===== src/rtl/memarb.sv =====
`default_nettype none
// ============================================================================
// Module   : memarb
// Purpose  : Arbitrates one shared memory port between the instruction-fetch
//            requester (F) and the load/store requester (D). D has fixed
//            priority; a starvation guard forces F to win once D has taken
//            STARVE_LIMIT consecutive grants while F was waiting. Only one
//            transaction is outstanding at a time, and its response is routed
//            back to the requester that issued it.
// Ports    :
//   i_clk, i_rst                 clock, asynchronous active-high reset
//   i_f_valid/i_f_addr           fetch request (read only)
//   o_f_ready                    fetch request accepted this cycle
//   o_f_rsp_valid/o_f_rsp_data   fetch response (one-cycle pulse)
//   i_d_valid/i_d_addr/i_d_w_en/i_d_w_data/i_d_fmt   data request
//   o_d_ready                    data request accepted this cycle
//   o_d_rsp_valid/o_d_rsp_data   data response (stores ack with data 0)
//   o_mem_*                      shared memory request
//   i_mem_ready                  memory accepts request
//   i_mem_rsp_valid/i_mem_rsp_data  memory response
//   o_err                        sticky: response seen with nothing outstanding
// Revision : 1.0 - initial release
// ============================================================================
module memarb #(
  parameter int STARVE_LIMIT = 4,
  parameter int AW           = 32
) (
  input  logic          i_clk,
  input  logic          i_rst,
  input  logic          i_f_valid,
  input  logic [AW-1:0] i_f_addr,
  output logic          o_f_ready,
  output logic          o_f_rsp_valid,
  output logic [31:0]   o_f_rsp_data,
  input  logic          i_d_valid,
  input  logic [AW-1:0] i_d_addr,
  input  logic          i_d_w_en,
  input  logic [31:0]   i_d_w_data,
  input  logic [2:0]    i_d_fmt,
  output logic          o_d_ready,
  output logic          o_d_rsp_valid,
  output logic [31:0]   o_d_rsp_data,
  output logic          o_mem_req,
  output logic [AW-1:0] o_mem_addr,
  output logic          o_mem_w_en,
  output logic [31:0]   o_mem_w_data,
  output logic [2:0]    o_mem_fmt,
  input  logic          i_mem_ready,
  input  logic          i_mem_rsp_valid,
  input  logic [31:0]   i_mem_rsp_data,
  output logic          o_err
);

  localparam logic [3:0] LIMIT     = 4'(STARVE_LIMIT);
  localparam logic [2:0] FMT_WORD  = 3'b010;

  typedef enum logic [0:0] {
    IDLE = 1'b0,
    WAIT = 1'b1
  } state_t;

  state_t      state, next_state;
  logic        owner_d;      // 1: outstanding transaction belongs to D
  logic        d_store;      // outstanding D transaction is a store
  logic [3:0]  starve_cnt;
  logic        pick_f, pick_d;
  logic        grant_f, grant_d;
  logic        f_rsp_valid, d_rsp_valid;
  logic [31:0] f_rsp_data, d_rsp_data;
  logic        err;

  // Arbitration and memory-side request mux
  always_comb begin
    next_state   = state;
    pick_f       = 1'b0;
    pick_d       = 1'b0;
    grant_f      = 1'b0;
    grant_d      = 1'b0;
    o_mem_addr   = '0;
    o_mem_w_en   = 1'b0;
    o_mem_w_data = '0;
    o_mem_fmt    = '0;
    case (state)
      IDLE: begin
        // Starvation guard overrides D priority only when F is actually waiting
        if (starve_cnt == LIMIT && i_f_valid) begin
          pick_f = 1'b1;
        end else if (i_d_valid) begin
          pick_d = 1'b1;
        end else if (i_f_valid) begin
          pick_f = 1'b1;
        end

        if (pick_f) begin
          o_mem_addr = i_f_addr;
          o_mem_fmt  = FMT_WORD;
        end else if (pick_d) begin
          o_mem_addr   = i_d_addr;
          o_mem_w_en   = i_d_w_en;
          o_mem_w_data = i_d_w_data;
          o_mem_fmt    = i_d_fmt;
        end

        if (i_mem_ready && !i_rst && (pick_f || pick_d)) begin
          grant_f    = pick_f;
          grant_d    = pick_d;
          next_state = WAIT;
        end
      end
      WAIT: begin
        if (i_mem_rsp_valid) next_state = IDLE;
      end
      default: next_state = IDLE;
    endcase
  end

  // Handshake outputs are forced low while reset is held
  assign o_mem_req = (pick_f | pick_d) & ~i_rst;
  assign o_f_ready = grant_f;
  assign o_d_ready = grant_d;

  always_ff @(posedge i_clk or posedge i_rst) begin
    if (i_rst) begin
      state <= IDLE;
    end else begin
      state <= next_state;
    end
  end

  // Ownership and starvation counter, updated only on accepted grants
  always_ff @(posedge i_clk or posedge i_rst) begin
    if (i_rst) begin
      owner_d    <= 1'b0;
      d_store    <= 1'b0;
      starve_cnt <= '0;
    end else if (grant_f) begin
      owner_d    <= 1'b0;
      starve_cnt <= '0;
    end else if (grant_d) begin
      owner_d <= 1'b1;
      d_store <= i_d_w_en;
      if (i_f_valid && starve_cnt != LIMIT) starve_cnt <= starve_cnt + 4'd1;
    end
  end

  // Response routing; data registers hold until the next response to that port
  always_ff @(posedge i_clk or posedge i_rst) begin
    if (i_rst) begin
      f_rsp_valid <= 1'b0;
      d_rsp_valid <= 1'b0;
      f_rsp_data  <= '0;
      d_rsp_data  <= '0;
      err         <= 1'b0;
    end else begin
      f_rsp_valid <= 1'b0;
      d_rsp_valid <= 1'b0;
      if (i_mem_rsp_valid) begin
        if (state == WAIT) begin
          if (owner_d) begin
            d_rsp_valid <= 1'b1;
            d_rsp_data  <= d_store ? 32'd0 : i_mem_rsp_data;
          end else begin
            f_rsp_valid <= 1'b1;
            f_rsp_data  <= i_mem_rsp_data;
          end
        end else begin
          err <= 1'b1;
        end
      end
    end
  end

  assign o_f_rsp_valid = f_rsp_valid;
  assign o_f_rsp_data  = f_rsp_data;
  assign o_d_rsp_valid = d_rsp_valid;
  assign o_d_rsp_data  = d_rsp_data;
  assign o_err         = err;

endmodule
`default_nettype wire


===== config.mk =====
export PLATFORM = sky130hd
export DESIGN_NAME = memarb
export DESIGN_NICKNAME = d
export VERILOG_FILES = /design/src/rtl/memarb.sv
export SDC_FILE = /design/constraint.sdc
export NUM_CORES = 1
export LEC_CHECK = 0
export CAP_MARGIN = 20
export CORE_AREA = 2 2 108 110
export CTS_BUF_LIST = sky130_fd_sc_hd__clkbuf_8
export CTS_CLUSTER_SIZE = 28
export DETAILED_ROUTE_END_ITERATION = 16
export DIE_AREA = 0 0 110 112
export HOLD_SLACK_MARGIN = 0.05
export PLACE_DENSITY = 0.89
export SETUP_SLACK_MARGIN = 0.02
export SLEW_MARGIN = 10
export SYNTH_ARGS = -nofsm -noshare
export SYNTH_HDL_FRONTEND = slang
export SYNTH_SLANG_ARGS = --single-unit
export TNS_END_PERCENT = 20

===== constraint.sdc =====
create_clock -name i_clk -period 2.8 [get_ports i_clk]
set_input_delay 0.42 -clock i_clk [delete_from_list [all_inputs] [get_ports i_clk]]
set_output_delay 0.42 -clock i_clk [all_outputs]
set_load 0.01 [all_outputs]

-- Word-level counts from Yosys, hierarchy flattened
Cells that the tools add are included.
- add/subtract/negate cells: 1
- eq/ne operators: 2
- multiplexer cells: 40
- bitwise gates (word level): 6
- reduce and logical (&&, ||, !) cells: 13
- operator list (cell ; number):
    $mux W32 ; 7
    $mux W1 ; 26
    $mux W4 ; 3
    $mux W3 ; 3
    $reduce_and A2 Y1 ; 3
    $reduce_and A3 Y1 ; 2
    $add A4 B1 Y4 const B ; 1
    $eq A4 B3 Y1 const B ; 1
    $logic_and A1 B1 Y1 ; 4
    $ne A4 B3 Y1 const B ; 1
    $not A1 Y1 ; 4
    $reduce_bool A2 Y1 ; 2
    $pmux W1 S2 ; 1
    $and A1 B1 Y1 ; 1
    $logic_not A1 Y1 ; 1
    $logic_or A1 B1 Y1 ; 1
    $or A1 B1 Y1 ; 1
- flip-flop bits (word level): 74
- input bits: 138
- output and inout port bits: 138
- word-level logic and storage cells: 71

-- Logic depth before layout (Yosys ltp)
Gate-level depths: netlist of the first run.
- depth after elaboration: 10
- depth in mapped cells: 8
- depth with buffers taken out: 5

-- Worst setup path after synthesis of the first run
OpenSTA, ideal clock, no wires.
- path type: flip-flop to output port
- from: register starve_cnt[0]
- to: output port o_mem_fmt[0]
- data arrival time: 1.523 ns
- data required time: 2.380 ns
- setup slack: 0.857 ns
- stages on the path, launching flop included: 9
- buffers on the path: 3
- cells stage by stage: dfrtp_1 > inv_1 > ha_1 > nand4b_1 > and3_1 > clkbuf_1 > buf_4 > buf_6 > and2_1
- longest elaborated chain between the ends: 7
- elaborated cells on any way between the ends: 9
- those cells by class: 1 x eq/ne; 7 x mux; 1 x reduce/logical
- RTL lines (what ; RTL line ; source):
    start, declared ; 65 ; logic [3:0] starve_cnt;
    start signal, assigned ; 142 ; if (i_f_valid && starve_cnt != LIMIT) starve_cnt <= starve_cnt + 4'd1;
    $eq A4 B3 Y1 (*) ; 86 ; if (starve_cnt == LIMIT && i_f_valid) begin
    $logic_and A1 B1 Y1 (*) ; 86 ;
    $mux W1 ; 86 ;
    $mux W1 ; 83 ; case (state)
    $mux W3 ; 97 ; end else if (pick_d) begin
    $mux W3 (*) ; 94 ; if (pick_f) begin
    $mux W3 (*) ; 83 ;
    end, declared ; 47 ; output logic [2:0] o_mem_fmt,
Mark *: on every way between the ends. The rest lies on a longest branch, timed or not. The select of a mux whose other input is x is not followed.

-- Worst setup path after layout of the first run
- from: register starve_cnt[1]
- to: output port o_mem_w_data[23]
- longest elaborated chain between the ends: 7
- elaborated cells on any way between the ends: 9
- those cells by class: 1 x eq/ne; 7 x mux; 1 x reduce/logical
- RTL lines (what ; RTL line ; source):
    $eq A4 B3 Y1 (*) ; 86 ;
    $logic_and A1 B1 Y1 (*) ; 86 ;
    $mux W1 ; 86 ;
    $mux W1 ; 83 ;
    $mux W32 ; 97 ;
    $mux W32 (*) ; 94 ;
    $mux W32 (*) ; 83 ;
    end, declared ; 46 ; output logic [31:0] o_mem_w_data,
Marked as above.

==> results of run 1 <==
[per-stage QoR]
stage / cell area [sq um] / util
6_report: 6980 / 0.624
5_1_grt: 6980 / 0.624
4_1_cts: 6830 / 0.611
3_5_place_dp: 6540 / 0.585
3_3_place_gp: 6540 / 0.585
2_1_floorplan: 3620 / -
[power by group]
part	internal (uW)	switching, uW
clock network	693	432
registers	1420	235
logic	1170	767
total	3280	1430
[registers in the layout, indices dropped and copies added, names as in the netlist]
name,cells
o_d_rsp_data,32
o_f_rsp_data,32
starve_cnt,4
d_store,1
o_d_rsp_valid,1
o_err,1
o_f_rsp_valid,1
owner_d,1
state,1
[area by class of cell]
| cell class | count | area share |
|---|---|---|
| Sequential cell | 74 | 0.265 |
| Timing Repair Buffer | 289 | 0.431 |
| Multi-Input combinational cell | 231 | 0.234 |
| Clock buffer | 9 | 0.0178 |
| Inverter | 7 | 0.00377 |
| Tap cell | 143 | 0.0257 |
| Antenna cell | 3 | 0.00108 |
| Clock inverter | 7 | 0.0213 |
[layout by cell type (no fill, tap or decap), drive strengths merged]
cell type / count
clkdlybuf4s50: 236
dfrtp: 74
nand2: 35
and2: 35
nand2b: 34
mux2: 33
o21ai: 33
a22o: 32
dlymetal6s2s: 28
buf: 13
clkbuf: 11
dlygate4sd2: 10
inv: 9
bufinv: 4
a21oi: 4
diode: 3
nand3b: 2
o2bb2ai: 2
nor2: 2
a31oi: 2
mux2i: 2
nand3: 2
and3: 2
ha: 2
a21o: 1
and4bb: 1
nand4bb: 1
a41o: 1
nand4b: 1
and4: 1
nand4: 1
o22ai: 1
o21a: 1
clkinv: 1
[path summary, 6_finish.rpt]
path                               start          endpoint  slack, ns  cells past startpoint
setup / recovery           starve_cnt[1]  o_mem_w_data[23]       0.09                      7
setup reg to reg           starve_cnt[1]           d_store       1.13                      6
min in group asynchronous          i_rst     starve_cnt[2]       0.64                      2
max in group asynchronous          i_rst           owner_d       1.48                      3
hold / removal                     o_err             o_err       0.48                      1
hold reg to reg                    o_err             o_err       0.48                      1
[timing repair]
action / CTS / global route
setup endpoints to repair: 66 / 56
gates cloned: 0 / 2
gates resized for setup: 14 / 32
setup buffers: 2 / 0
pin swaps: 2 / 1
[critical path, delay by kind of cell, from the launching register on]
| family | cells | cell delay [ns] |
|---|---|---|
| buf+inv | 3 | 0.81 |
| simple gates | 3 | 0.54 |
| flops | 1 | 0.40 |
| fa+ha+maj | 1 | 0.18 |
[layer usage]
layer / global-route usage / part of all wire
met1: 0.310 / 0.40
met5: 0 / 0
met3: 0.0884 / 0.086
met4: 0.105 / 0.032
met2: 0.397 / 0.48
[cell families (layout without fill, tap and decap cells)]
| kind of cell | Yosys count | in the layout | synth area share |
|---|---|---|---|
| AO/OA/AOI/OAI | 77 | 77 | 0.146 |
| adder cells (fa/ha/maj) | 2 | 2 | 0.00691 |
| buffers and inverters | 33 | 312 | 0.0463 |
| flip-flops | 74 | 74 | 0.512 |
| multiplexers | 35 | 35 | 0.108 |
| other | 0 | 3 | 0 |
| AND/OR/NAND/NOR | 117 | 117 | 0.181 |
==> results_tabular.tex, run 1 <==
\begin{tabular}{lr}
\hline
Metric & Value \\
\hline
\multicolumn{2}{l}{\textbf{Final layout}} \\
Filler cell count in the final layout & a little under 900 \\
Register area & roughly 0.0019 sq mm \\
Area used by multi-input combinational logic & roughly 0.0016 sq mm \\
Nets@finish & $\sim$750 \\
Fraction of final layout cells with drive strength greater than 1 & 0.0665 \\
Final std cells w/o fill & roughly 760 \\
Layout overhead on the synthesized area & 92.8\% \\
\multicolumn{2}{l}{\textbf{CTS}} \\
Clock latency at the later pin of the worst-skew pair & 0.35 ns \\
Clock root cell & clkbuf\_8 \\
Number of hold buffers added after cts & 0 \\
Worst-path clk slew & 0.08 ns \\
CTS Buf Count & 9 \\
Largest buffer count on any clock path & 2 \\
H-tree depth & 3 \\
Clock tree from TritonCTS & built \\
Sink count of the clock tree & 74 \\
\multicolumn{2}{l}{\textbf{Global route}} \\
Vias in the first global route & roughly 4000 \\
Global-route usage over all layers & 0.252 \\
Gr ovfl total & 0 \\
Wire length of the first global-routing pass & 22800 um \\
Pin count of the biggest net entering global routing & 47 \\
Antenna violations before repair & 3 \\
\multicolumn{2}{l}{\textbf{Worst setup path}} \\
Arrival time at the worst endpoint & between 2 and 2.5 ns \\
Cells traversed along the worst timing path & inv\_2 -> ha\_4 -> nand4b\_1 -> and3\_4 -> buf\_12 -> and2\_1 -> clkdlybuf4s50\_1 \\
CP Class & reg2out \\
Cell at the slowest stage of the critical path & clkdlybuf4s50\_1 \\
Largest fanout of any net on the critical path & 23 \\
Critical path required time & around 2.4 ns \\
Largest stage delay on the critical path & just under 0.6 ns \\
Kind of launch point of the worst setup path & flop \\
Crit. End Element & output pin \\
\multicolumn{2}{l}{\textbf{Synthesis}} \\
Post-synth cell types & 33 \\
Synthesized area divided by synthesized cell count & around 11 sq um \\
Post-Syn Area & about 0.0036 sq mm \\
Most used standard cell by instance count after synthesis & dfrtp\_1 \\
Sequential share of the synthesized area & 0.512 \\
Number of flops mapped to enable cells by yosys & 0 \\
FFs w/ async S/R, synth & 1.00 \\
Fraction of synthesized cell area taken by the top area cell type & 0.512 \\
Synthesis Warnings & 0 \\
Cells taking the most area after synthesis & dfrtp\_1 51\%, mux2\_1 10\%, a22o\_1 7.7\% \\
Count of state elements after synthesis & 74 \\
Commonest cells post-synth & 74 x dfrtp\_1, 35 x and2\_1, 35 x nand2\_1 \\
Most area-hungry cell type in the Yosys netlist & dfrtp\_1 \\
Post-synthesis cell count & roughly 340 \\
Syn Nets & between 400 and 500 \\
Most used DFF post-synth & dfrtp\_1 \\
\multicolumn{2}{l}{\textbf{STA}} \\
Period utilization & 0.967 \\
Final setup fails & 0 \\
Min Clock Period, post-route & roughly 2.7 ns \\
Slew at the pin closest to its max-slew limit & between 0.9 and 1 ns \\
Highest clock frequency the design can meet & $\sim$370 MHz \\
Worst rel slew slack & 0.397 \\
Setup slack after layout & about 0.092 ns \\
Hold slack & around 0.48 ns \\
Final Hold Vio Count & 0 \\
Slew Viols, Final & 0 \\
Fin Setup TNS & 0 ns \\
Setup repair after global routing missed its margin & yes \\
Clock Skews & about 0.012 ns \\
\multicolumn{2}{l}{\textbf{Floorplan}} \\
I/O pins & roughly 280 \\
Placeable core region & roughly 0.011 sq mm \\
Starting density of the core & 0.324 \\
Chip width & approximately 110 um \\
Standard-cell rows & 39 \\
Die Y-Extent & 112 um \\
DIE AREA & 0.0123 sq mm \\
\multicolumn{2}{l}{\textbf{Detailed routing}} \\
Count of routing violations after the opening detailed-route iteration & 230 \\
Post-detailed-route wirelength per cell & around 21 um \\
Ratio of routed vias to standard cells & 4.94 \\
Number of nets with antenna violations after detailed routing & 0 \\
Routed wire length & about 16000 um \\
DRC viols & 0 \\
Via Count & $\sim$3800 \\
Pre-Repair DR Iteration Count & 4 \\
\multicolumn{2}{l}{\textbf{Pwr}} \\
Total power divided by cell area & about 680 mW/mm\^{}2 \\
Maximum vdd drop & around 0.00048 V \\
Power, Total & 4720 uW \\
Leakage power & about 0.0033 uW \\
\multicolumn{2}{l}{\textbf{Outcome}} \\
Result of the run & complete, no violations \\
\multicolumn{2}{l}{\textbf{Place}} \\
Number of input and output port buffers inserted & between 200 and 300 \\
Number of placed instances, taps included & 740 \\
DP HPWL & 12400 um \\
Pre-CTS worst setup slack & about 0.066 ns \\
Gpl congestion & about 0.99 \\
\multicolumn{2}{l}{\textbf{Min path}} \\
HP Class & reg2reg \\
\multicolumn{2}{l}{\textbf{Job}} \\
Max Cap Viol & 0 \\
\hline
\end{tabular}
Note: power is estimated with default switching activity, not from simulation.
==> inputs of run 2 (changes only) <==
==> constraint.sdc (replaced) <==
create_clock -name i_clk -period 2.8 [get_ports i_clk]
set_input_delay 0.42 -clock i_clk [delete_from_list [all_inputs] [get_ports i_clk]]
set_output_delay 0.42 -clock i_clk [all_outputs]
set_load 0.02 [all_outputs]
==> run 2 against run 1 <==
Global-route usage down 1.2 points. Sequential share of layout area up 0.96 points. Via count down 4.1%. Critical path type unchanged. Total power up 1.0%. Clock skew down 0.0055 ns. Non-clock buffer count down 3. First-iteration DRC count down 7.8%. Largest power group unchanged. Combinational power up 14%. Maximum frequency up 2.6%. Final cell count down 0.66%.
==> results_tabular.tex, run 2 (synthesis results as in run 1) <==
\begin{tabular}{lr}
\hline
Metric & Value \\
\hline
\multicolumn{2}{l}{\textbf{STA}} \\
Period utilization & 0.943 (-0.0245) \\
Slew at the pin closest to its max-slew limit & 0.889 ns (-0.0160 ns) \\
Worst rel slew slack & 0.407 (+0.0106) \\
Final setup fails & 0 (unchanged) \\
Clock Skews & 0.00618 ns (-0.00550 ns) \\
Setup repair after global routing missed its margin & no \\
Highest clock frequency the design can meet & 379 MHz (+2.6\%) \\
Min Clock Period, post-route & 2.64 ns (-0.0687 ns) \\
Final Hold Vio Count & 0 (unchanged) \\
Slew Viols, Final & 0 (unchanged) \\
\multicolumn{2}{l}{\textbf{Worst setup path}} \\
Critical path required time & 2.38 ns (about the same) \\
Cells traversed along the worst timing path & inv\_1 -> ha\_2 -> nand4b\_1 -> and3\_4 -> buf\_4 -> a22o\_1 -> dlygate4sd2\_1 \\
Largest fanout of any net on the critical path & 19 (-17\%) \\
Crit. End Element & output pin \\
Largest stage delay on the critical path & 0.40 ns (-0.18 ns) \\
Kind of launch point of the worst setup path & flop \\
CP Class & reg2out \\
Cell at the slowest stage of the critical path & dfrtp\_1 \\
Arrival time at the worst endpoint & 2.22 ns (-0.07 ns) \\
\multicolumn{2}{l}{\textbf{CTS}} \\
Sink count of the clock tree & 74 (unchanged) \\
CTS Buf Count & 9 (unchanged) \\
Clock tree from TritonCTS & built \\
Clock root cell & clkbuf\_8 \\
H-tree depth & 3 (unchanged) \\
Largest buffer count on any clock path & 2 (unchanged) \\
Clock latency at the later pin of the worst-skew pair & 0.33 ns (-0.02 ns) \\
Number of hold buffers added after cts & 0 (unchanged) \\
Worst-path clk slew & 0.08 ns (about the same) \\
\multicolumn{2}{l}{\textbf{Final layout}} \\
Nets@finish & 749 (-0.40\%) \\
Layout overhead on the synthesized area & 86.1\% \\
Highest-count cells in the layout ignoring fill and taps & 208 x clkdlybuf4s50\_1, 74 x dfrtp\_1, 57 x dlygate4sd2\_1 \\
Filler cell count in the final layout & 919 (+5.8\%) \\
Fraction of final layout cells with drive strength greater than 1 & 0.0701 (+0.00370) \\
Final std cells w/o fill & 758 (-0.66\%) \\
Commonest non-fill, non-tap cell in the layout & clkdlybuf4s50\_1 \\
Final core utilization & 0.603 (-0.0217) \\
\multicolumn{2}{l}{\textbf{Detailed routing}} \\
Count of routing violations after the opening detailed-route iteration & 212 (-7.8\%) \\
Pre-Repair DR Iteration Count & 4 (unchanged) \\
Ratio of routed vias to standard cells & 4.77 (-3.5\%) \\
Via Count & 3616 (-4.1\%) \\
Number of nets with antenna violations after detailed routing & 0 (unchanged) \\
Post-detailed-route wirelength per cell & 19.9 um (-5.6\%) \\
Routed wire length & 15100 um (-6.2\%) \\
DRC viols & 0 (unchanged) \\
\multicolumn{2}{l}{\textbf{Place}} \\
DP HPWL & 12100 um (-2.4\%) \\
Number of input and output port buffers inserted & 275 (unchanged) \\
Number of placed instances, taps included & 741 (+0.14\%) \\
Gpl congestion & 0.981 (-1.4\%) \\
\multicolumn{2}{l}{\textbf{Min path}} \\
HP Class & reg2reg \\
\multicolumn{2}{l}{\textbf{Global route}} \\
Wire length of the first global-routing pass & 22100 um (-3.4\%) \\
Gr ovfl total & 0 (unchanged) \\
Pin count of the biggest net entering global routing & 49 (+4.3\%) \\
Vias in the first global route & 3774 (-4.3\%) \\
Antenna violations before repair & 2 (-1) \\
Global-route usage over all layers & 0.240 (-0.0115) \\
\multicolumn{2}{l}{\textbf{Floorplan}} \\
Die Y-Extent & 112 um (unchanged) \\
Placeable core region & 0.0112 sq mm (unchanged) \\
I/O pins & 276 (unchanged) \\
Starting density of the core & 0.324 (unchanged) \\
Standard-cell rows & 39 (unchanged) \\
Chip width & 110 um (unchanged) \\
DIE AREA & 0.0123 sq mm (unchanged) \\
\multicolumn{2}{l}{\textbf{Pwr}} \\
Leakage power & 0.00301 uW (-8.2\%) \\
Maximum vdd drop & 0.000454 V (-6.3\%) \\
Power, Total & 4770 uW (+1.0\%) \\
Total power divided by cell area & 708 mW/mm\^{}2 (+4.6\%) \\
\multicolumn{2}{l}{\textbf{Outcome}} \\
Result of the run & complete, no violations \\
\multicolumn{2}{l}{\textbf{Job}} \\
Max Cap Viol & 0 (unchanged) \\
\hline
\end{tabular}
[run 2: worst max-delay path: cells and delay by family, from the launching register on]
kind	cells	cell delay (ns)
compound gates	1	0.26
fa+ha+maj	1	0.22
buf+inv	3	0.61
flops	1	0.40
simple gates	2	0.40
[run 2: layout make-up]
class	instances	area [sq um]	area share
flip-flops and latches	74	1850	0.275
clock buffers	9	124	0.0184
repair buffers	286	2840	0.422
diodes	2	5.00	0.000743
inverters	7	26.3	0.00390
clock inverters	6	90.1	0.0134
well taps	143	179	0.0266
multi-input cells	231	1620	0.240
[run 2: power by group]
part / leakage [uW] / internal [uW] / switching, uW
Combinational: 0.00198 / 1130 / 1080
Clock: 0.000106 / 500 / 398
Sequential: 0.000918 / 1420 / 238
Total: 0.00301 / 3050 / 1710
[run 2: repair_timing]
item | in CTS | in global routing
setup endpoints to repair | 58 | 21
pin swaps | 1 | 0
setup buffers | 0 | 0
gates resized for setup | 58 | 3
[run 2: through the flow]
| step | setup WS (ns) | TNS, ns | hold WS [ns] | area (sq um) |
|---|---|---|---|---|
| after floorplan | 0.498 | 0 | 0.475 | 3620 |
| after global placement | 0.106 | 0 | 0.446 | 6580 |
| after detailed placement | -0.00362 | -0.00362 | 0.450 | 6580 |
| after CTS | 0.0970 | 0 | 0.466 | 6720 |
| after global routing | 0.0247 | 0 | 0.501 | 6730 |
| final | 0.161 | 0 | 0.460 | 6730 |
[run 2: path summary, 6_finish.rpt]
check                           cells past startpoint  slack (ns)          endpoint          start
worst min register to register                      1        0.46             o_err          o_err
worst min-delay path                                1        0.46             o_err          o_err
worst max-delay path                                7        0.16    o_mem_addr[19]  starve_cnt[0]
min in group asynchronous                           2        0.53     starve_cnt[3]          i_rst
max in group asynchronous                           3        1.67   o_d_rsp_data[8]          i_rst
worst max register to register                      4        1.11  o_d_rsp_data[22]          state
[run 2: metal layers]
layer | wire length, um | share of wire | vias to the layer above | GRT usage
li1 | - | - | 1708 | -
met2 | 7530 | 0.50 | 167 | 0.400
met1 | 5790 | 0.38 | 1727 | 0.282
met4 | 174 | 0.012 | 0 | 0.0515
met3 | 1570 | 0.10 | 14 | 0.111
met5 | 0 | 0 | - | 0
==> inputs of run 3 (changes only) <==
--- a/config.mk
+++ b/config.mk
@@ -5,14 +5,16 @@
 export SDC_FILE = /design/constraint.sdc
 export NUM_CORES = 1
 export LEC_CHECK = 0
+export ABC_AREA = 1
 export CAP_MARGIN = 20
-export CORE_AREA = 2 2 108 110
+export CORE_MARGIN = 2
+export CORE_UTILIZATION = 36
 export CTS_BUF_LIST = sky130_fd_sc_hd__clkbuf_8
-export CTS_CLUSTER_SIZE = 28
+export CTS_CLUSTER_DIAMETER = 50
+export CTS_CLUSTER_SIZE = 20
 export DETAILED_ROUTE_END_ITERATION = 16
-export DIE_AREA = 0 0 110 112
 export HOLD_SLACK_MARGIN = 0.05
-export PLACE_DENSITY = 0.89
+export PLACE_DENSITY = 0.94
 export SETUP_SLACK_MARGIN = 0.02
 export SLEW_MARGIN = 10
 export SYNTH_ARGS = -nofsm -noshare
==> run 3 against run 2 <==
Largest power group unchanged. Global-route usage up 0.093 points. Register-to-register slack better by 0.08 ns. Synthesized cell count is 55% higher. Area after synthesis is 5.7% higher. Routed wire length down 5.1%. Critical endpoint is now o_f_ready. Utilization is 6.8 points higher. Non-clock buffer count grew 1. Count of clock-buffer cells in the layout up 1.
==> results_tabular.tex, run 3 <==
\begin{tabular}{lr}
\hline
Metric & Value \\
\hline
\multicolumn{2}{l}{\textbf{Outcome}} \\
Result of the run & complete, no violations \\
\multicolumn{2}{l}{\textbf{Worst setup path}} \\
CP Class & reg2out \\
Critical path required time & 2.38 ns (about the same) \\
Largest fanout of any net on the critical path & 36 (+17) \\
Kind of launch point of the worst setup path & flop \\
Crit. End Element & output pin \\
Arrival time at the worst endpoint & 2.28 ns (+0.06 ns) \\
\multicolumn{2}{l}{\textbf{Synthesis}} \\
Share of cell area taken by muxes after synthesis & 0 (-0.108) \\
Largest family of logic cells by synthesized area & simple AND/OR/NAND/NOR gates \\
Synthesized-area fraction occupied by adder cells & 0.00654 (-0.000371) \\
Fraction of synthesized cell area taken by the top area cell type & 0.484 (-0.0275) \\
Post-synthesis cell count & 525 (+55\%) \\
FFs w/ async S/R, synth & 1.00 (unchanged) \\
Syn Nets & 665 (+39\%) \\
Number of flops mapped to enable cells by yosys & 0 (unchanged) \\
Share of the synthesized netlist area taken by xor and xnor gates & 0.00229 (+0.00229) \\
Synthesis Warnings & 0 (unchanged) \\
Synthesized area divided by synthesized cell count & 7.28 sq um (-32\%) \\
Post-synth cell types & 23 (-30\%) \\
Commonest cells post-synth & 207 x nand2\_1, 74 x dfrtp\_1, 69 x nand3\_1 \\
Sequential share of the synthesized area & 0.484 (-0.0275) \\
Most area-hungry cell type in the Yosys netlist & dfrtp\_1 \\
Most used standard cell by instance count after synthesis & nand2\_1 \\
Area fraction in compound gates after synthesis & 0.0507 (-0.0949) \\
Post-Syn Area & 0.00382 sq mm (+5.7\%) \\
Most used DFF post-synth & dfrtp\_1 \\
Cells taking the most area after synthesis & dfrtp\_1 48\%, nand2\_1 20\%, nand3\_1 9.0\% \\
Count of state elements after synthesis & 74 (unchanged) \\
Simple-gate share of the synthesized area & 0.355 (+0.174) \\
\multicolumn{2}{l}{\textbf{STA}} \\
Period utilization & 0.966 (+0.0232) \\
Min Clock Period, post-route & 2.70 ns (+0.0648 ns) \\
Highest clock frequency the design can meet & 370 MHz (-2.4\%) \\
Setup repair after global routing missed its margin & yes \\
Worst rel slew slack & 0.599 (+0.191) \\
Fin Setup TNS & 0 ns (unchanged) \\
Final Hold Vio Count & 0 (unchanged) \\
Clock Skews & 0.00827 ns (+0.00209 ns) \\
Slew Viols, Final & 0 (unchanged) \\
Final setup fails & 0 (unchanged) \\
Hold slack & 0.466 ns (+0.00615 ns) \\
Slew at the pin closest to its max-slew limit & 0.601 ns (-0.288 ns) \\
\multicolumn{2}{l}{\textbf{Detailed routing}} \\
Via Count & 4445 (+23\%) \\
Routed wire length & 14300 um (-5.1\%) \\
Pre-Repair DR Iteration Count & 4 (unchanged) \\
Post-detailed-route wirelength per cell & 15.3 um (-23\%) \\
Ratio of routed vias to standard cells & 4.76 (-0.13\%) \\
Count of routing violations after the opening detailed-route iteration & 208 (-1.9\%) \\
DRC viols & 0 (unchanged) \\
Number of nets with antenna violations after detailed routing & 0 (unchanged) \\
\multicolumn{2}{l}{\textbf{Final layout}} \\
Final std cells w/o fill & 933 (+23\%) \\
Area of all placed cells without fillers & 0.00692 sq mm (+2.8\%) \\
Highest-count cells in the layout ignoring fill and taps & 207 x nand2\_1, 206 x clkdlybuf4s50\_1, 74 x dfrtp\_1 \\
ANT cells & 0 (-2) \\
Filler cell count in the final layout & 815 (-11\%) \\
Nets@finish & 933 (+25\%) \\
Commonest non-fill, non-tap cell in the layout & nand2\_1 \\
Fraction of final layout cells with drive strength greater than 1 & 0.0552 (-0.0149) \\
Layout overhead on the synthesized area & 81.1\% \\
\multicolumn{2}{l}{\textbf{CTS}} \\
Worst-path clk slew & 0.07 ns (about the same) \\
Largest buffer count on any clock path & 2 (unchanged) \\
Clock root cell & clkbuf\_8 \\
Number of hold buffers added after cts & 0 (unchanged) \\
Sink count of the clock tree & 74 (unchanged) \\
H-tree depth & 3 (unchanged) \\
Clock tree from TritonCTS & built \\
CTS Buf Count & 9 (unchanged) \\
Clock latency at the later pin of the worst-skew pair & 0.34 ns (about the same) \\
\multicolumn{2}{l}{\textbf{Floorplan}} \\
Starting density of the core & 0.370 (+0.0466) \\
Die Y-Extent & 107 um (-4.4\%) \\
Chip width & 107 um (-2.7\%) \\
I/O pins & 276 (unchanged) \\
DIE AREA & 0.0115 sq mm (-7.0\%) \\
Placeable core region & 0.0103 sq mm (-7.6\%) \\
Standard-cell rows & 37 (-5.1\%) \\
\multicolumn{2}{l}{\textbf{Min path}} \\
HP Class & reg2reg \\
\multicolumn{2}{l}{\textbf{Job}} \\
Max Cap Viol & 0 (unchanged) \\
\multicolumn{2}{l}{\textbf{Place}} \\
Number of input and output port buffers inserted & 275 (unchanged) \\
Placed standard-cell area & 0.00669 sq mm (+1.7\%) \\
DP HPWL & 11000 um (-8.8\%) \\
Gpl congestion & 0.814 (-17\%) \\
Number of placed instances, taps included & 918 (+24\%) \\
\multicolumn{2}{l}{\textbf{Global route}} \\
Vias in the first global route & 4272 (+13\%) \\
Pin count of the biggest net entering global routing & 75 (+53\%) \\
Gr ovfl total & 0 (unchanged) \\
Antenna violations before repair & 0 (-2) \\
Wire length of the first global-routing pass & 21400 um (-3.2\%) \\
Global-route usage over all layers & 0.241 (+0.000930) \\
\multicolumn{2}{l}{\textbf{Pwr}} \\
Power, Total & 5220 uW (+9.6\%) \\
Total power divided by cell area & 754 mW/mm\^{}2 (+6.6\%) \\
Leakage power & 0.00392 uW (+30\%) \\
Maximum vdd drop & 0.000461 V (+1.7\%) \\
\hline
\end{tabular}
-- run 3: cell types whose count changed after synthesis, sizes merged, moves of 3 or more --
cell	before	now
a22o	32	0
a21oi	4	0
nand2	35	210
nand3	2	70
and2	35	0
nor2	2	44
nand2b	34	0
o21ai	33	36
mux2	33	0
clkbuf	6	12
inv	7	54
-- run 3: stage by stage --
| step | utilization | setup slack (ns) |
|---|---|---|
| 2_1_floorplan | - | 0.498 |
| 3_3_place_gp | 0.648 | 0.0538 |
| 3_5_place_dp | 0.648 | 0.0305 |
| 4_1_cts | 0.663 | -0.0541 |
| 5_1_grt | 0.671 | -0.0864 |
| 6_report | 0.671 | 0.0961 |
-- run 3: kinds of logic (layout without fill, tap and decap cells) --
kind of cell | Yosys count | in the layout
adders and majority gates | 2 | 2
DFF | 74 | 74
xor gates and xnor gates | 1 | 1
buffers and inverters | 84 | 356
and+or+nand+nor | 326 | 326
AOI/OAI and AO/OA | 38 | 38
-- run 3: timing repair --
item	CTS	global route
buffers inserted	0	0
pin swaps	0	0
endpoints found under the setup margin	42	35
resized for setup	37	35
-- run 3: worst max-delay path, stage by stage (launching register included) --
cell and delay [ns]:
dfrtp_1 0.43, inv_1 0.09, ha_1 0.15, nand2_1 0.06, inv_1 0.07, nand2_2 0.11, nand2_8 0.20, nand2_1 0.15
inv_1 0.07, clkdlybuf4s50_1 0.61
-- run 3: layout make-up --
| type | instances | area (sq um) | share of cell area |
|---|---|---|---|
| repair buffers | 287 | 2910 | 0.421 |
| flip-flops and latches | 74 | 1850 | 0.267 |
| multi-input cells | 367 | 1590 | 0.230 |
| inverters | 54 | 203 | 0.0293 |
| well taps | 136 | 170 | 0.0246 |
| clock buffers | 10 | 138 | 0.0199 |
| clock inverters | 5 | 55.1 | 0.00795 |
-- run 3: per-layer routing --
metal / vias up / wire length (um) / GRT usage
met5: - / 0 / 0
met4: 0 / 405 / 0.0937
met3: 20 / 980 / 0.0608
met2: 205 / 7560 / 0.438
met1: 2064 / 5360 / 0.269
li1: 2156 / - / -
-- run 3: power by group --
group          switching [uW]  internal, uW  total [uW]
Sequential                231          1480        1710
Clock                     383           430         813
Combinational            1470          1230        2700
-- run 3: worst paths after layout --
path,depth (start not counted),slack [ns],start,endpoint
min in group asynchronous,3,0.56,i_rst,o_f_rsp_data[22]
max,9,0.1,starve_cnt[0],o_f_ready
max reg2reg,8,1.19,starve_cnt[0],d_store
min reg2reg,1,0.47,o_err,o_err
max in group asynchronous,3,1.92,i_rst,o_d_rsp_data[29]
min,1,0.47,o_err,o_err
==> edit 1: new RTL, flow settings as in run 3 <==
`AW`: 32 -> 16.
--- a/src/rtl/memarb.sv
+++ b/src/rtl/memarb.sv
@@ -23,7 +23,7 @@
 // ============================================================================
 module memarb #(
   parameter int STARVE_LIMIT = 4,
-  parameter int AW           = 32
+  parameter int AW           = 16
 ) (
   input  logic          i_clk,
   input  logic          i_rst,
Interface: changed (resized i_d_addr, i_f_addr and o_mem_addr); port bits go from 276 to 228. The function was not compared with the original's and may differ.
==> edit 1 against run 3 <==
- synthesized area decreased by 3.3%
- total power decreased by 1.4%
- count of clock-buffer cells in the layout shrank 1
- final area fell by 9.2%
- die area is 3.2% lower
- wire length shrank 6.6%
- worst setup slack worse by 23 ps
- sequential cell count is the same
- largest power group unchanged
- highest routed layer unchanged
==> edit 1: results (changes against run 3) <==
* 1st-iter DRT viols at 164 (-21%)
* Worst Setup EP: o_mem_addr[5]
* Pleak at 3.49 nW (-11%)
* Post-DP HPWL at 10300 um (-7.2%)
* Clk pwr share at 17.7% (+2.1 points)
* WL met1 at 4780 um (-11%)
* Post-Syn Nets at 581 (-13%)
* Clock Skews at 11.8 ps (+3.49 ps)
* Comb power at 2.50 mW (-7.4%)
* Synth cell count leaders: nand2_1 (164), dfrtp_1 (74), nand3_1 (52)
* Met1 Track Usage GR at 25.2% (-1.7 points)
* WL met2 at 6950 um (-8.0%)
* Setup ws final at 72.8 ps (-23.3 ps)
* Drt via density at 4.82 (+1.1%)
* Share of layout cells above drive strength 1 at 7.33% (+1.8 points)
* Run status: complete, no violations
* Worst Path Arrival at 2310 ps (+30 ps)
* Pin count of the biggest net entering global routing at 41 (-45%)
* GRT Total Usage at 23.7% (-0.40 points)
* Grt met2 use at 42.4% (-1.4 points)
* Routed wire per std cell at 16.1 um (+5.1%)
* # resized after CTS at 19 (-49%)
* Leading post-synthesis cells by cell area: dfrtp_1 (50%), nand2_1 (17%), nand3_1 (7.0%), inv_1 (4.9%), o21ai_0 (4.6%)
* Global-route wire length before repair at 20500 um (-4.2%)
* Max FO, Critical Path at 20 (-44%)
* Worst Reg2Reg Path Length in Cells at 5 (-3)
[edit 1: worst max-delay path, delay by kind of cell (launching register included)]
kind / cells / cell delay, ps
buffers and inverters: 3 / 750
and+or+nand+nor: 5 / 620
DFF: 1 / 450
adders and majority gates: 1 / 150
[edit 1: layout make-up]
cell class	count	share of cell area, %
Multi-Input combinational cell	319	23.0
Tap cell	133	2.65
Sequential cell	74	29.5
Inverter	54	3.34
Timing Repair Buffer	233	38.0
Clock inverter	7	1.49
Clock buffer	9	1.97
[edit 1: metrics by stage]
| step | setup TNS, ps | instances | cell area (um2) | util [%] |
|---|---|---|---|---|
| 2_1_floorplan | 0 | 473 | 3700 | - |
| 3_3_place_gp | 0 | 813 | 6020 | 61.0 |
| 3_5_place_dp | 0 | 813 | 6020 | 61.0 |
| 4_1_cts | 0 | 829 | 6230 | 63.1 |
| 5_1_grt | -867 | 829 | 6290 | 63.7 |
| 6_report | 0 | 829 | 6290 | 63.7 |
[edit 1: how the worst min path moves through the flow]
| stage | from | end | slack, ps | depth (start not counted) |
|---|---|---|---|---|
| 6_report | o_f_rsp_data[8] | o_f_rsp_data[8] | 480 | 2 |
| 5_1_grt | o_f_rsp_data[29] | o_f_rsp_data[29] | 500 | 2 |
| 4_1_cts | o_f_rsp_data[11] | o_f_rsp_data[11] | 480 | 2 |
| 3_5_place_dp | o_f_rsp_data[18] | o_f_rsp_data[18] | 460 | 2 |
| 3_3_place_gp | o_f_rsp_data[3] | o_f_rsp_data[3] | 450 | 2 |
| 2_1_floorplan | starve_cnt[3] | starve_cnt[3] | 510 | 2 |
[edit 1: logic make-up after synthesis]
logic type	synth area share (%)
DFF	50.1
and+or+nand+nor	32.9
xor gates and xnor gates	0.237
AOI/OAI and AO/OA	5.25
buffers and inverters	10.9
adders and majority gates	0.677
==> edit 2: new RTL, config.mk and constraints of run 3 <==
Made on the original files. One comparison of `starve_cnt` changes from == to >=.
--- a/src/rtl/memarb.sv
+++ b/src/rtl/memarb.sv
@@ -83,7 +83,7 @@
     case (state)
       IDLE: begin
         // Starvation guard overrides D priority only when F is actually waiting
-        if (starve_cnt == LIMIT && i_f_valid) begin
+        if (starve_cnt >= LIMIT && i_f_valid) begin
           pick_f = 1'b1;
         end else if (i_d_valid) begin
           pick_d = 1'b1;
Formal check against the unedited RTL: no difference found for any inputs over 4 cycles, from zero or initial values and one cycle with i_rst high; that may be too few to reach the edited logic, so the function may still have changed.
==> edit 2 against run 3 <==
- wire length shrank 1.6%
- synthesized area is 3.6% higher
- sequential share of layout area fell by 0.19 points
- total power is 9.2% higher
- sequential cell count did not move
- final area up 0.70%
- worst setup slack improved by 4.6 ps
- critical path type is now in -> out
==> edit 2: results (changes against run 3) <==
* Worst Setup EP: o_mem_addr[8]
* Run status: complete, no violations
* Met1 Track Usage GR at 26.8% (-0.11 points)
* GRT Total Usage at 23.0% (-1.1 points)
* Worst Reg2Reg Path Length in Cells at 4 (-4)
* Number of global-route vias before repair at 4274 (+0.047%)
* DRT Pass-1 Iters at 5 (+1)
* Crit. Startpoint: i_d_valid
* WL met1 at 5400 um (+0.76%)
* P_sw at 2.33 mW (+12%)
* Clk pwr share at 15.4% (-0.2 points)
* Post-Syn Nets at 661 (-0.60%)
* Clock Skews at 9.77 ps (+1.50 ps)
* 1st-iter DRT viols at 269 (+29%)
* Comb power frac at 53.4% (+1.7 points)
* Routed wire length on met3 at 1010 um (+3.5%)
* Crit Reg-Reg Startpoint: owner_d
* Post-DP HPWL at 10600 um (-3.6%)
* Worst Path Arrival at 2280 ps (about the same)
* Reg2reg end: o_d_rsp_data[20]
* Area Overhead vs Synth at 76.0%
* DR top layer: met4
* Max FO, Critical Path at 20 (-44%)
* Leading post-synthesis cells by cell area: dfrtp_1 (47%), nand2_1 (19%), inv_1 (4.5%), a21oi_1 (4.3%), nor2_1 (3.9%)
* Final Net Count at 925 (-0.86%)
* Placer congestion estimate at 0.914 (+12%)
* Share of layout cells above drive strength 1 at 6.08% (+0.56 points)
* Global-route wire length before repair at 21100 um (-1.1%)
* Met3 Resource Use GR at 5.62% (-0.46 points)
* WL met2 at 7370 um (-2.4%)
* Grt met2 use at 40.8% (-2.9 points)
* Seq/Total Area, Yosys at 46.7% (-1.7 points)
* Slew margin rel. at 38.4% (-21 points)
* FF-to-FF setup slack at 1260 ps (+70 ps)
* Synth cell count leaders: nand2_1 (202), dfrtp_1 (74), inv_1 (48)
* Max IR drop VDD at 0.000514 V (+11%)
* Pleak at 3.48 nW (-11%)
* Hold Buf Count CTS at 0 (unchanged)
* Post-synth cell types at 26 (+13%)
* Drt via density at 4.70 (-1.4%)
edit 2: cell families (layout without fill, tap and decap cells):
group	count (synthesis)	in the layout	share of synthesized area, %
adder cells (fa/ha/maj)	2	2	0.632
AO/OA/AOI/OAI	70	70	8.91
buffers and inverters	82	351	11.5
AND/OR/NAND/NOR	293	293	32.2
flip-flops	74	74	46.7
edit 2: worst max-delay path, cell delays in order:
cell	delay [ps]
clkdlybuf4s50_1	530
nand3_1	110
nand2_2	100
buf_4	240
nand2_1	80
a21oi_1	170
clkdlybuf4s50_1	630
edit 2: layout make-up:
class                           instances  area [um2]
Tap cell                              140         175
Timing Repair Buffer                  284        2880
Clock inverter                          6        73.8
Multi-Input combinational cell        365        1650
Inverter                               51         198
Fill cell                             862        3820
Sequential cell                        74        1850
Clock buffer                           10         138
edit 2: worst min path at each step:
stage               slack, ps  cells after the start     startpoint            end
finish                    470                      1          o_err          o_err
global route              480                      1          o_err          o_err
CTS                       470                      1          o_err          o_err
detailed placement        450                      1          o_err          o_err
global placement          450                      1          o_err          o_err
floorplan                 500                      2  starve_cnt[3]  starve_cnt[3]
edit 2: timing repair:
action,CTS,global route
setup endpoints to repair,0,16
resized for setup,0,16
buffers inserted,0,0
edit 2: per-stage QoR:
| stage | std cells | area [um2] | power [mW] | setup slack [ps] | utilization, % |
|---|---|---|---|---|---|
| finish | 930 | 6970 | 5.70 | 101 | 64.6 |
| global route | 930 | 6970 | 6.08 | 21.3 | 64.6 |
| CTS | 930 | 6930 | 5.77 | 106 | 64.2 |
| detailed placement | 914 | 6720 | 4.87 | 110 | 62.3 |
| global placement | 914 | 6720 | 4.78 | 129 | 62.3 |
| floorplan | 521 | 3970 | 3.29 | 459 | - |
